`config.mk`:
```
export PLATFORM = sky130hd
export DESIGN_NAME = store_unit
export DESIGN_NICKNAME = d
export VERILOG_FILES = /design/src/rtl/store_pkg.sv /design/src/rtl/store_lane_align.sv /design/src/rtl/store_unit.sv
export SDC_FILE = /design/constraint.sdc
export NUM_CORES = 1
export LEC_CHECK = 0
export BUFFER_PORTS_ARGS = -buffer_cell sky130_fd_sc_hd__buf_2
export CAP_MARGIN = 40
export CORE_ASPECT_RATIO = 0.8
export CORE_MARGIN = 10
export CORE_UTILIZATION = 40
export DETAILED_ROUTE_END_ITERATION = 8
export PLACE_DENSITY = 0.63
export SLEW_MARGIN = 20
export SYNTH_ARGS = -nofsm -noshare
export SYNTH_HDL_FRONTEND = slang
export SYNTH_SLANG_ARGS = --single-unit
export TNS_END_PERCENT = 10
```
`constraint.sdc`:
```
create_clock -name clk -period 2 [get_ports clk]
set_input_delay 0.6 -clock clk [delete_from_list [all_inputs] [get_ports clk]]
set_output_delay 0.6 -clock clk [all_outputs]
set_load 0.02 [all_outputs]
```
`src/rtl/store_pkg.sv`:
```
// Shared store-path definitions: access-size encoding (common with the load
// extender) and the store FSM state type.
package store_pkg;

  localparam logic [1:0] SZ_WORD = 2'b00;
  localparam logic [1:0] SZ_HALF = 2'b01;
  localparam logic [1:0] SZ_BYTE = 2'b10;
  localparam logic [1:0] SZ_ILL  = 2'b11;

  typedef enum logic [1:0] {
    IDLE,
    BEAT0,
    BEAT1
  } st_e;

endpackage

```
`src/rtl/store_lane_align.sv`:
```
// Places sized store data and its byte mask onto a two-word lane window
// starting at the byte offset within the first word.
module store_lane_align
  import store_pkg::*;
(
  input  logic [1:0]  size,
  input  logic [1:0]  off,
  input  logic [31:0] data,
  output logic [7:0]  mask8,
  output logic [63:0] data64
);

  logic [3:0]  base;
  logic [31:0] sized_data;

  always_comb begin
    base       = '0;
    sized_data = '0;
    case (size)
      SZ_WORD: begin
        base       = 4'b1111;
        sized_data = data;
      end
      SZ_HALF: begin
        base       = 4'b0011;
        sized_data = {16'h0000, data[15:0]};
      end
      SZ_BYTE: begin
        base       = 4'b0001;
        sized_data = {24'h000000, data[7:0]};
      end
      default: begin
        base       = '0;
        sized_data = '0;
      end
    endcase
    mask8  = {4'b0000, base} << off;
    data64 = {32'h0000_0000, sized_data} << {off, 3'b000};
  end

endmodule

```
`src/rtl/store_unit.sv`:
```
// Store path of the memory stage: accepts SB/SH/SW requests and issues one or
// two byte-enabled word writes, pulsing done on commit or err on illegal size.
module store_unit
  import store_pkg::*;
#(
  parameter int unsigned ADDR_W = 32
) (
  input  logic              clk,
  input  logic              rst_n,
  input  logic              req_valid,
  output logic              req_ready,
  input  logic [ADDR_W-1:0] req_addr,
  input  logic [31:0]       req_data,
  input  logic [1:0]        req_size,
  output logic              mem_valid,
  input  logic              mem_ready,
  output logic [ADDR_W-1:0] mem_addr,
  output logic [31:0]       mem_wdata,
  output logic [3:0]        mem_be,
  output logic              done,
  output logic              err
);

  st_e         state;
  logic [7:0]  mask8;
  logic [63:0] data64;
  logic [3:0]  hi_be;
  logic [31:0] hi_wdata;

  store_lane_align u_align (
    .size   (req_size),
    .off    (req_addr[1:0]),
    .data   (req_data),
    .mask8  (mask8),
    .data64 (data64)
  );

  assign req_ready = (state == IDLE);

  // The upper half of the lane window is captured at acceptance so the request
  // inputs are free to change while the beats are outstanding.
  always_ff @(posedge clk or negedge rst_n) begin
    if (!rst_n) begin
      state     <= IDLE;
      mem_valid <= 1'b0;
      mem_addr  <= '0;
      mem_wdata <= '0;
      mem_be    <= '0;
      hi_be     <= '0;
      hi_wdata  <= '0;
      done      <= 1'b0;
      err       <= 1'b0;
    end else begin
      done <= 1'b0;
      err  <= 1'b0;
      case (state)
        IDLE: begin
          if (req_valid) begin
            if (req_size == SZ_ILL) begin
              err <= 1'b1;
            end else begin
              state     <= BEAT0;
              mem_valid <= 1'b1;
              mem_addr  <= {req_addr[ADDR_W-1:2], 2'b00};
              mem_be    <= mask8[3:0];
              mem_wdata <= data64[31:0];
              hi_be     <= mask8[7:4];
              hi_wdata  <= data64[63:32];
            end
          end
        end
        BEAT0: begin
          if (mem_ready) begin
            if (hi_be != 4'b0000) begin
              state     <= BEAT1;
              mem_addr  <= mem_addr + ADDR_W'(4);
              mem_be    <= hi_be;
              mem_wdata <= hi_wdata;
            end else begin
              state     <= IDLE;
              mem_valid <= 1'b0;
              done      <= 1'b1;
            end
          end
        end
        BEAT1: begin
          if (mem_ready) begin
            state     <= IDLE;
            mem_valid <= 1'b0;
            done      <= 1'b1;
          end
        end
        default: begin
          state     <= IDLE;
          mem_valid <= 1'b0;
        end
      endcase
    end
  end

endmodule

```
==> results.yml, run 1 <==
outcome:
  status: "finished, final reports clean"
power:
  power.density_mw_per_mm2: 1500
  power_leakage_nw: 3.20
  vdd_drop_max_mv: 0.664
timing:
  timing.fmax_ghz: 0.513
  tns_ps: 0
  hold_violations: 0
  setup_violations: 0
  fin_worst_skew_ps: 7.53
  setup_slack_ps: 51.6
  finalCritPeriodShare: 0.974
  rsz0062_at_grt: "no"
  slew_violations: 0
  layout_min_cycle_time_ps: 1950
cts:
  root_buffer: "clkbuf_16"
  clkLatencyLatePin_ps: 350
  cts_tree: "done"
  htreeDepth: 3
  cts.sinks: 98
  cts.path.max_buffers: 2
  clk_pin_slew_ps: 70
  cts_made_buffers: 9
synthesis:
  synth.distinct_cells: 55
  synth_seq_cells: 98
  synth_area_sq_mm: 0.00534
  ys_seq_area_frac: 0.459
  synth.avg_cell_area_sq_um: 9.16
  syn-instance-count: 583
  ys_async_sr_fraction: 1.00
  synth_edf_count: 0
  synthFlopType: "dfrtp_1"
  synth_warnings: 0
die:
  start_util: 0.412
  die_h_um: 123
  die_x_um: 149
  io_pins: 142
  core_sq_mm: 0.0130
  dieArea_sq_mm: 0.0184
  row_count: 37
place:
  dpl_cell_area_sq_mm: 0.00653
  place_ws_ps: -53.2
  port_buffers: 139
  place_congestion: 0.930
  dp.final_hpwl_mm: 14.2
global_routing:
  antenna_found_initial: 0
  grt_pass1_wl_mm: 28.8
  first_global_vias: 5286
  grt_max_degree: 42
  grt_use_total: 0.198
  grt-ovfl-total: 0
cells_and_area:
  final_common_cell: "buf_2"
  layout.nets: 817
  drive_gt1_frac: 0.320
  final_cell_mix: "buf_2, dfrtp_1, nand2_1"
  fin_area_sq_mm: 0.00685
  insertedDiodeCount: 0
  syn_to_final_growth_pct: 28.2
setup_path:
  cp_max_fo: 8
  startpoint_type: "flop"
  r2r_cells: 6
  cp.arrival_ps: 1350
  endpoint_kind: "primary output"
  crit_type: "reg -> out"
  crit_required_ps: 1400
job:
  maxCapViolations: 0
drt:
  vias: 5360
  drcViolationCount: 0
  detail_route.wl_per_cell_um: 20.2
  drtPass1Iterations: 8
  viasPerCell: 5.83
  drt_wl_total_mm: 18.6
  drt_iter0_drc: 689
  ant_nets: 0
min_path:
  worst_hold_path_type: "in -> async"
[repair_timing]
action,4_1_cts,5_1_grt
endpoints found under the setup margin,2,29
setup buffers,0,1
cloned,0,0
gates resized for setup,1,8
hold buffers,0,0
pin swaps,0,1
[synth_stat cells (2+ instances only)]
| library cell | n | area, sq um |
|---|---|---|
| a211o_1 | 3 | 26.3 |
| a21o_1 | 3 | 22.5 |
| a21oi_1 | 29 | 145 |
| a221oi_1 | 17 | 149 |
| a222oi_1 | 8 | 80.1 |
| a22o_1 | 9 | 78.8 |
| a22oi_1 | 18 | 135 |
| a32o_1 | 8 | 80.1 |
| and2_1 | 3 | 18.8 |
| and3_1 | 10 | 62.6 |
| and4_1 | 5 | 43.8 |
| buf_1 | 7 | 26.3 |
| buf_2 | 12 | 60.1 |
| buf_4 | 5 | 37.5 |
| buf_6 | 3 | 33.8 |
| clkbuf_1 | 21 | 78.8 |
| dfrtp_1 | 98 | 2450 |
| ha_1 | 4 | 50.1 |
| inv_1 | 16 | 60.1 |
| mux2_2 | 10 | 113 |
| mux2i_1 | 9 | 90.1 |
| nand2_1 | 76 | 285 |
| nand3_1 | 13 | 65.1 |
| nand3_4 | 2 | 35.0 |
| nand4_1 | 10 | 62.6 |
| nand4b_1 | 3 | 26.3 |
| nor2_1 | 51 | 191 |
| nor3_1 | 13 | 65.1 |
| nor3_2 | 3 | 30.0 |
| nor4_1 | 7 | 43.8 |
| nor4_4 | 2 | 42.5 |
| o211ai_1 | 6 | 45.0 |
| o21ai_0 | 27 | 135 |
| o21ai_1 | 33 | 165 |
| o22a_1 | 2 | 17.5 |
| o22ai_1 | 15 | 93.8 |
| o311a_1 | 2 | 20.0 |
| or3_1 | 3 | 18.8 |
[power by group]
part / internal, mW / switching (mW)
clock network: 0.918 / 0.713
registers: 2.74 / 0.650
logic: 2.06 / 3.23
total: 5.72 / 4.59
[layout make-up]
cell class | count | area [sq um]
Clock buffer | 12 | 267
Fill cell | 1212 | 6110
Inverter | 16 | 60.1
Multi-Input combinational cell | 422 | 2630
Sequential cell | 98 | 2450
Tap cell | 175 | 219
Timing Repair Buffer | 196 | 1220
[kinds of logic (layout without fill, tap and decap cells)]
family | Yosys count | count (layout) | synth area share
buffers and inverters | 64 | 224 | 0.0555
adder cells (fa/ha/maj) | 5 | 5 | 0.0112
AO/OA/AOI/OAI | 190 | 190 | 0.241
AND/OR/NAND/NOR | 206 | 206 | 0.194
multiplexers | 19 | 19 | 0.0379
other | 1 | 2 | 0.000702
flip-flops | 98 | 98 | 0.459
[registers in the layout, indices dropped and copies added (netlist names)]
register,flops
done,1
err,1
hi_be,3
hi_wdata,24
mem_addr,30
mem_be,4
mem_valid,1
mem_wdata,32
state,2
[metrics by stage]
stage | util | hold WS [ps] | std cells | power, mW
floorplan | - | 304 | 584 | 6.52
global placement | 0.503 | 465 | 904 | 8.51
detailed placement | 0.504 | 475 | 905 | 8.61
CTS | 0.525 | 187 | 917 | 10.3
global route | 0.529 | 202 | 919 | 11.0
finish | 0.529 | 184 | 919 | 10.3
[metal layers]
layer | share of wire | wire, um | track usage | up-vias
li1 | - | - | - | 2487
met1 | 0.44 | 8130 | 0.264 | 2600
met4 | 0.013 | 234 | 0.0575 | 0
met3 | 0.092 | 1710 | 0.0584 | 19
met2 | 0.46 | 8510 | 0.307 | 254
met5 | 0 | 0 | 0 | -
[worst max-delay path, cell delays in order, from the launching register on]
cell	delay, ps
dfrtp_1	430
inv_2	80
ha_4	190
buf_4	150
buf_4	150
[path summary, 6_finish.rpt]
kind                          startpoint       endpoint  slack, ps
max                             state[0]      req_ready         50
min                                rst_n    mem_addr[8]        180
max reg2reg                  mem_addr[2]   mem_addr[28]        120
min reg2reg                mem_wdata[26]  mem_wdata[26]        490
max in group asynchronous          rst_n   mem_wdata[8]       1250
min in group clk            req_addr[10]   mem_addr[10]        480
No activity file was read; power rests on OpenSTA's default activity.
==> run 2, diff against run 1 <==
Settings changed: CELL_PAD_IN_SITES_DETAIL_PLACEMENT from default to 0, CELL_PAD_IN_SITES_GLOBAL_PLACEMENT from default to 1, PLACE_DENSITY 0.63 to 0.81.
==> results.yml, run 2 (synthesized netlist as in run 1, its figures left out) <==
outcome:
  status: "finished, final reports clean"
setup_path:
  crit_required_ps: 1400
  path_buf_inv: 3
  endpoint_kind: "primary output"
  cp.arrival_ps: 1350
  crit_chain: "inv_1 -> ha_4 -> buf_4 -> buf_2"
  r2r_setup_slack_ps: 90
  cp_slowest_cell: "dfrtp_1"
  cp_max_fo: 5
  startpoint_type: "flop"
  crit_family: "buffers and inverters"
  cpPeakStageDelay_ps: 400
  crit_type: "reg -> out"
timing:
  setup_violations: 0
  timing.fmax_ghz: 0.512
  hold_violations: 0
  fin_worst_skew_ps: 9.18
  worst_pin_slew_ps: 577
  finalCritPeriodShare: 0.976
  whs_ps: 132
  layout_min_cycle_time_ps: 1950
  rsz0062_at_grt: "yes"
  max_slew_margin: 0.615
  setup_slack_ps: 47.3
  slew_violations: 0
power:
  p_int_mw: 5.83
  power.density_mw_per_mm2: 1520
  clkPwrFrac: 0.161
  p_switching_mw: 4.77
  vdd_drop_max_mv: 0.727
  p_sw_frac: 0.450
  p_comb_frac: 0.521
  power_leakage_nw: 3.26
  power.share.sequential: 0.317
global_routing:
  grt_use_total: 0.204
  grt_max_degree: 40
  antenna_found_initial: 2
  grt_pass1_wl_mm: 29.7
  grt-ovfl-total: 0
  first_global_vias: 5464
cells_and_area:
  n_fill_cell: 1214
  syn_to_final_growth_pct: 30.5
  layout.nets: 828
  final_common_cell: "buf_2"
  multi_input_area_sq_mm: 0.00265
  final_cell_mix: "buf_2, dfrtp_1, nand2_1"
  seqCellArea_sq_mm: 0.00245
  largest_reg_flops: 32
  regMostFlops: "mem_wdata"
  drive_gt1_frac: 0.340
  reg_top3: "mem_wdata (32), mem_addr (30), hi_wdata (24)"
cts:
  cts.path.max_buffers: 2
  root_buffer: "clkbuf_16"
  clkLatencyLatePin_ps: 360
  postCtsHoldBufs: 0
  htreeDepth: 3
  cts_made_buffers: 9
  cts.sinks: 98
  clk_pin_slew_ps: 80
  cts_tree: "done"
drt:
  detail_route.wl_per_cell_um: 20.2
  drt_wl_total_mm: 18.9
  ant_nets: 0
  viasPerCell: 5.70
  drt_iter0_drc: 679
  drtPass1Iterations: 5
  drcViolationCount: 0
  vias: 5333
die:
  core_sq_mm: 0.0130
  die_h_um: 123
  start_util: 0.412
  dieArea_sq_mm: 0.0184
  io_pins: 142
  row_count: 37
  die_x_um: 149
place:
  place_ws_ps: -197
  port_buffers: 139
  place_congestion: 0.944
  dp.final_hpwl_mm: 14.5
job:
  maxCapViolations: 0
min_path:
  worst_hold_path_type: "in -> async"
-- run 2: power by group through the flow --
stage	combinational, mW	sequential (mW)	clock, mW
floorplan	2.47	4.05	0
global placement	5.36	3.35	0
detailed placement	5.46	3.39	0
CTS	5.48	3.36	1.75
global route	6.06	3.47	1.82
finish	5.53	3.36	1.71
-- run 2: stage by stage --
stage / std cells / setup TNS, ps / instance area (sq um) / power, mW / util
2_1_floorplan: 584 / 0 / 5350 / 6.52 / -
3_3_place_gp: 916 / -352 / 6620 / 8.71 / 0.510
3_5_place_dp: 916 / -2030 / 6620 / 8.85 / 0.510
4_1_cts: 932 / -5.21 / 6900 / 10.6 / 0.533
5_1_grt: 935 / -106 / 6970 / 11.4 / 0.538
6_report: 935 / 0 / 6970 / 10.6 / 0.538
-- run 2: layout make-up --
class | instances | area share
diodes | 1 | 0.000359
multi-input cells | 422 | 0.381
repair buffers | 207 | 0.186
flip-flops and latches | 98 | 0.352
clock inverters | 7 | 0.00880
clock buffers | 9 | 0.0323
well taps | 175 | 0.0314
inverters | 16 | 0.00862
-- run 2: worst paths after layout --
kind,startpoint,endpoint,depth (start not counted)
min in group clk,req_addr[6],mem_addr[6],3
max in group asynchronous,rst_n,mem_wdata[8],2
hold / removal,rst_n,mem_addr[5],1
hold reg to reg,mem_be[0],mem_be[0],2
setup reg to reg,state[1],mem_addr[10],9
setup / recovery,state[0],req_ready,4
-- run 2: routing by layer --
metal  wire length, um  global-route usage
met1              8830               0.282
met4               347              0.0685
met3              1310              0.0533
met5                13                   0
met2              8410               0.305
-- run 2: timing repair --
action	CTS	global route
gates resized for setup	1	10
gates cloned	0	0
endpoints found under the setup margin	2	32
buffers inserted	0	1
-- run 2: worst register-to-register path: stages, from the launching register on --
cell	delay (ps)
dfrtp_1	410
inv_2	100
ha_4	160
buf_4	170
nand2_1	90
a211o_1	290
buf_4	200
nor2_2	170
nand2_1	70
o211ai_1	170
==> run 3, diff against run 2 <==
Settings changed: BUFFER_PORTS_ARGS -buffer_cell sky130_fd_sc_hd__buf_2 to -buffer_cell sky130_fd_sc_hd__buf_4.
==> results.yml, run 3 (synthesized netlist as in run 1, its figures left out) <==
timing:
  fin_worst_skew_ps: 9.78
  slew_violations: 0
  finalCritPeriodShare: 0.959
  setup_slack_ps: 81.4
  setup_violations: 0
  hold_violations: 0
  tns_ps: 0
  layout_min_cycle_time_ps: 1920
  timing.fmax_ghz: 0.521
  max_slew_margin: 0.603
  worst_pin_slew_ps: 595
cells_and_area:
  fin_cells: 931
  syn_to_final_growth_pct: 36.8
  final_common_cell: "buf_4"
  largest_reg_flops: 32
  insertedDiodeCount: 0
  drive_gt1_frac: 0.340
  final_cell_mix: "buf_4, dfrtp_1, nand2_1"
  regMostFlops: "mem_wdata"
  fin_area_sq_mm: 0.00731
  layout.nets: 825
  reg_top3: "mem_wdata (32), mem_addr (30), hi_wdata (24)"
drt:
  drt_wl_total_mm: 19.4
  wl_met3_mm: 1.64
  drt_iter0_drc: 678
  routed-wl-met2_mm: 8.42
  ant_nets: 0
  detail_route.wl_per_cell_um: 20.8
  vias: 5382
  drtPass1Iterations: 8
  highest_layer: "met4"
  viasPerCell: 5.78
  drcViolationCount: 0
  wl_met1_mm: 9.03
setup_path:
  crit_required_ps: 2240
  cp_max_fo: 23
  crit_type: "reg -> reg"
  cp.arrival_ps: 2160
  endpoint_kind: "flop"
  startpoint_type: "flop"
place:
  dp.final_hpwl_mm: 14.6
  dp.cells: 912
  place_ws_ps: -108
  port_buffers: 139
  dpl_cell_area_sq_mm: 0.00693
  place_congestion: 0.954
power:
  p_switching_mw: 4.85
  vdd_drop_max_mv: 0.764
  p_comb_frac: 0.533
  p_sw_frac: 0.441
  p_total_mw: 11.0
  power.density_mw_per_mm2: 1510
  power.share.sequential: 0.310
  power_leakage_nw: 3.35
  clkPwrFrac: 0.157
  p_int_mw: 6.16
die:
  core_sq_mm: 0.0130
  die_h_um: 123
  start_util: 0.412
  dieArea_sq_mm: 0.0184
  row_count: 37
  die_x_um: 149
  io_pins: 142
global_routing:
  grt_max_degree: 48
  grt-ovfl-total: 0
  antenna_found_initial: 0
  grt_use_total: 0.206
  grt_pass1_wl_mm: 30.0
  first_global_vias: 5339
cts:
  root_buffer: "clkbuf_16"
  cts.sinks: 98
  clk_pin_slew_ps: 70
  postCtsHoldBufs: 0
  htreeDepth: 3
  clkLatencyLatePin_ps: 360
  cts_made_buffers: 9
  cts.path.max_buffers: 2
  cts_tree: "done"
outcome:
  status: "finished, final reports clean"
job:
  maxCapViolations: 0
min_path:
  worst_hold_path_type: "in -> async"
==> run 3: cell types whose count changed in the layout (fill, tap and decap cells not counted), moves of 2 or more <==
cell        before  now
nor4_2           3    5
clkinvlp_4       2    0
nor4_1           5    3
buf_4           60  196
buf_2          138    1
==> run 3: routing by layer <==
layer / global-route usage / up-vias
li1: - / 2502
met1: 0.293 / 2633
met2: 0.296 / 224
met3: 0.0654 / 23
met4: 0.0551 / 0
met5: 0 / -
==> run 3: path summary, 6_finish.rpt <==
path	startpoint	end	slack [ps]	depth (start not counted)
setup / recovery	state[0]	mem_addr[31]	80	8
hold / removal	rst_n	mem_addr[5]	70	1
setup reg to reg	state[0]	mem_addr[31]	80	8
hold reg to reg	hi_wdata[7]	hi_wdata[7]	490	2
max in group asynchronous	rst_n	hi_wdata[10]	1450	2
min in group clk	req_addr[12]	mem_addr[12]	470	3
==> run 3: what timing repair did <==
action	4_1_cts	5_1_grt
setup endpoints to repair	2	29
gates resized for setup	1	11
gates cloned	0	0
setup buffers	0	3
==> run 3: layout make-up <==
cell class              instances  area (sq um)
fillers                      1168          5650
multi-input cells             422          2670
flip-flops and latches         98          2450
repair buffers                204          1620
clock buffers                  10           239
well taps                     175           219
inverters                      16          60.1
clock inverters                 6          55.1
==> run 3: power groups by stage <==
stage	clock, mW	combinational (mW)	sequential (mW)
final	1.73	5.86	3.41
after global routing	1.84	6.35	3.53
after CTS	1.78	5.75	3.40
after detailed placement	0	5.73	3.43
after global placement	0	5.63	3.39
after floorplan	0	2.47	4.05
==> run 3: per-stage QoR <==
step | hold WS, ps | utilization
3_5_place_dp | 446 | 0.534
5_1_grt | 67.1 | 0.564
6_report | 67.8 | 0.564
4_1_cts | 64.4 | 0.557
3_3_place_gp | 442 | 0.534
2_1_floorplan | 304 | -
==> run 3: critical path, stage by stage (launching register included) <==
cell and delay, ps:
dfrtp_1 390, buf_4 150, ha_4 170, mux2i_1 130
a21oi_2 200, and2_1 280, buf_12 200, o21ai_0 100
a21o_1 180
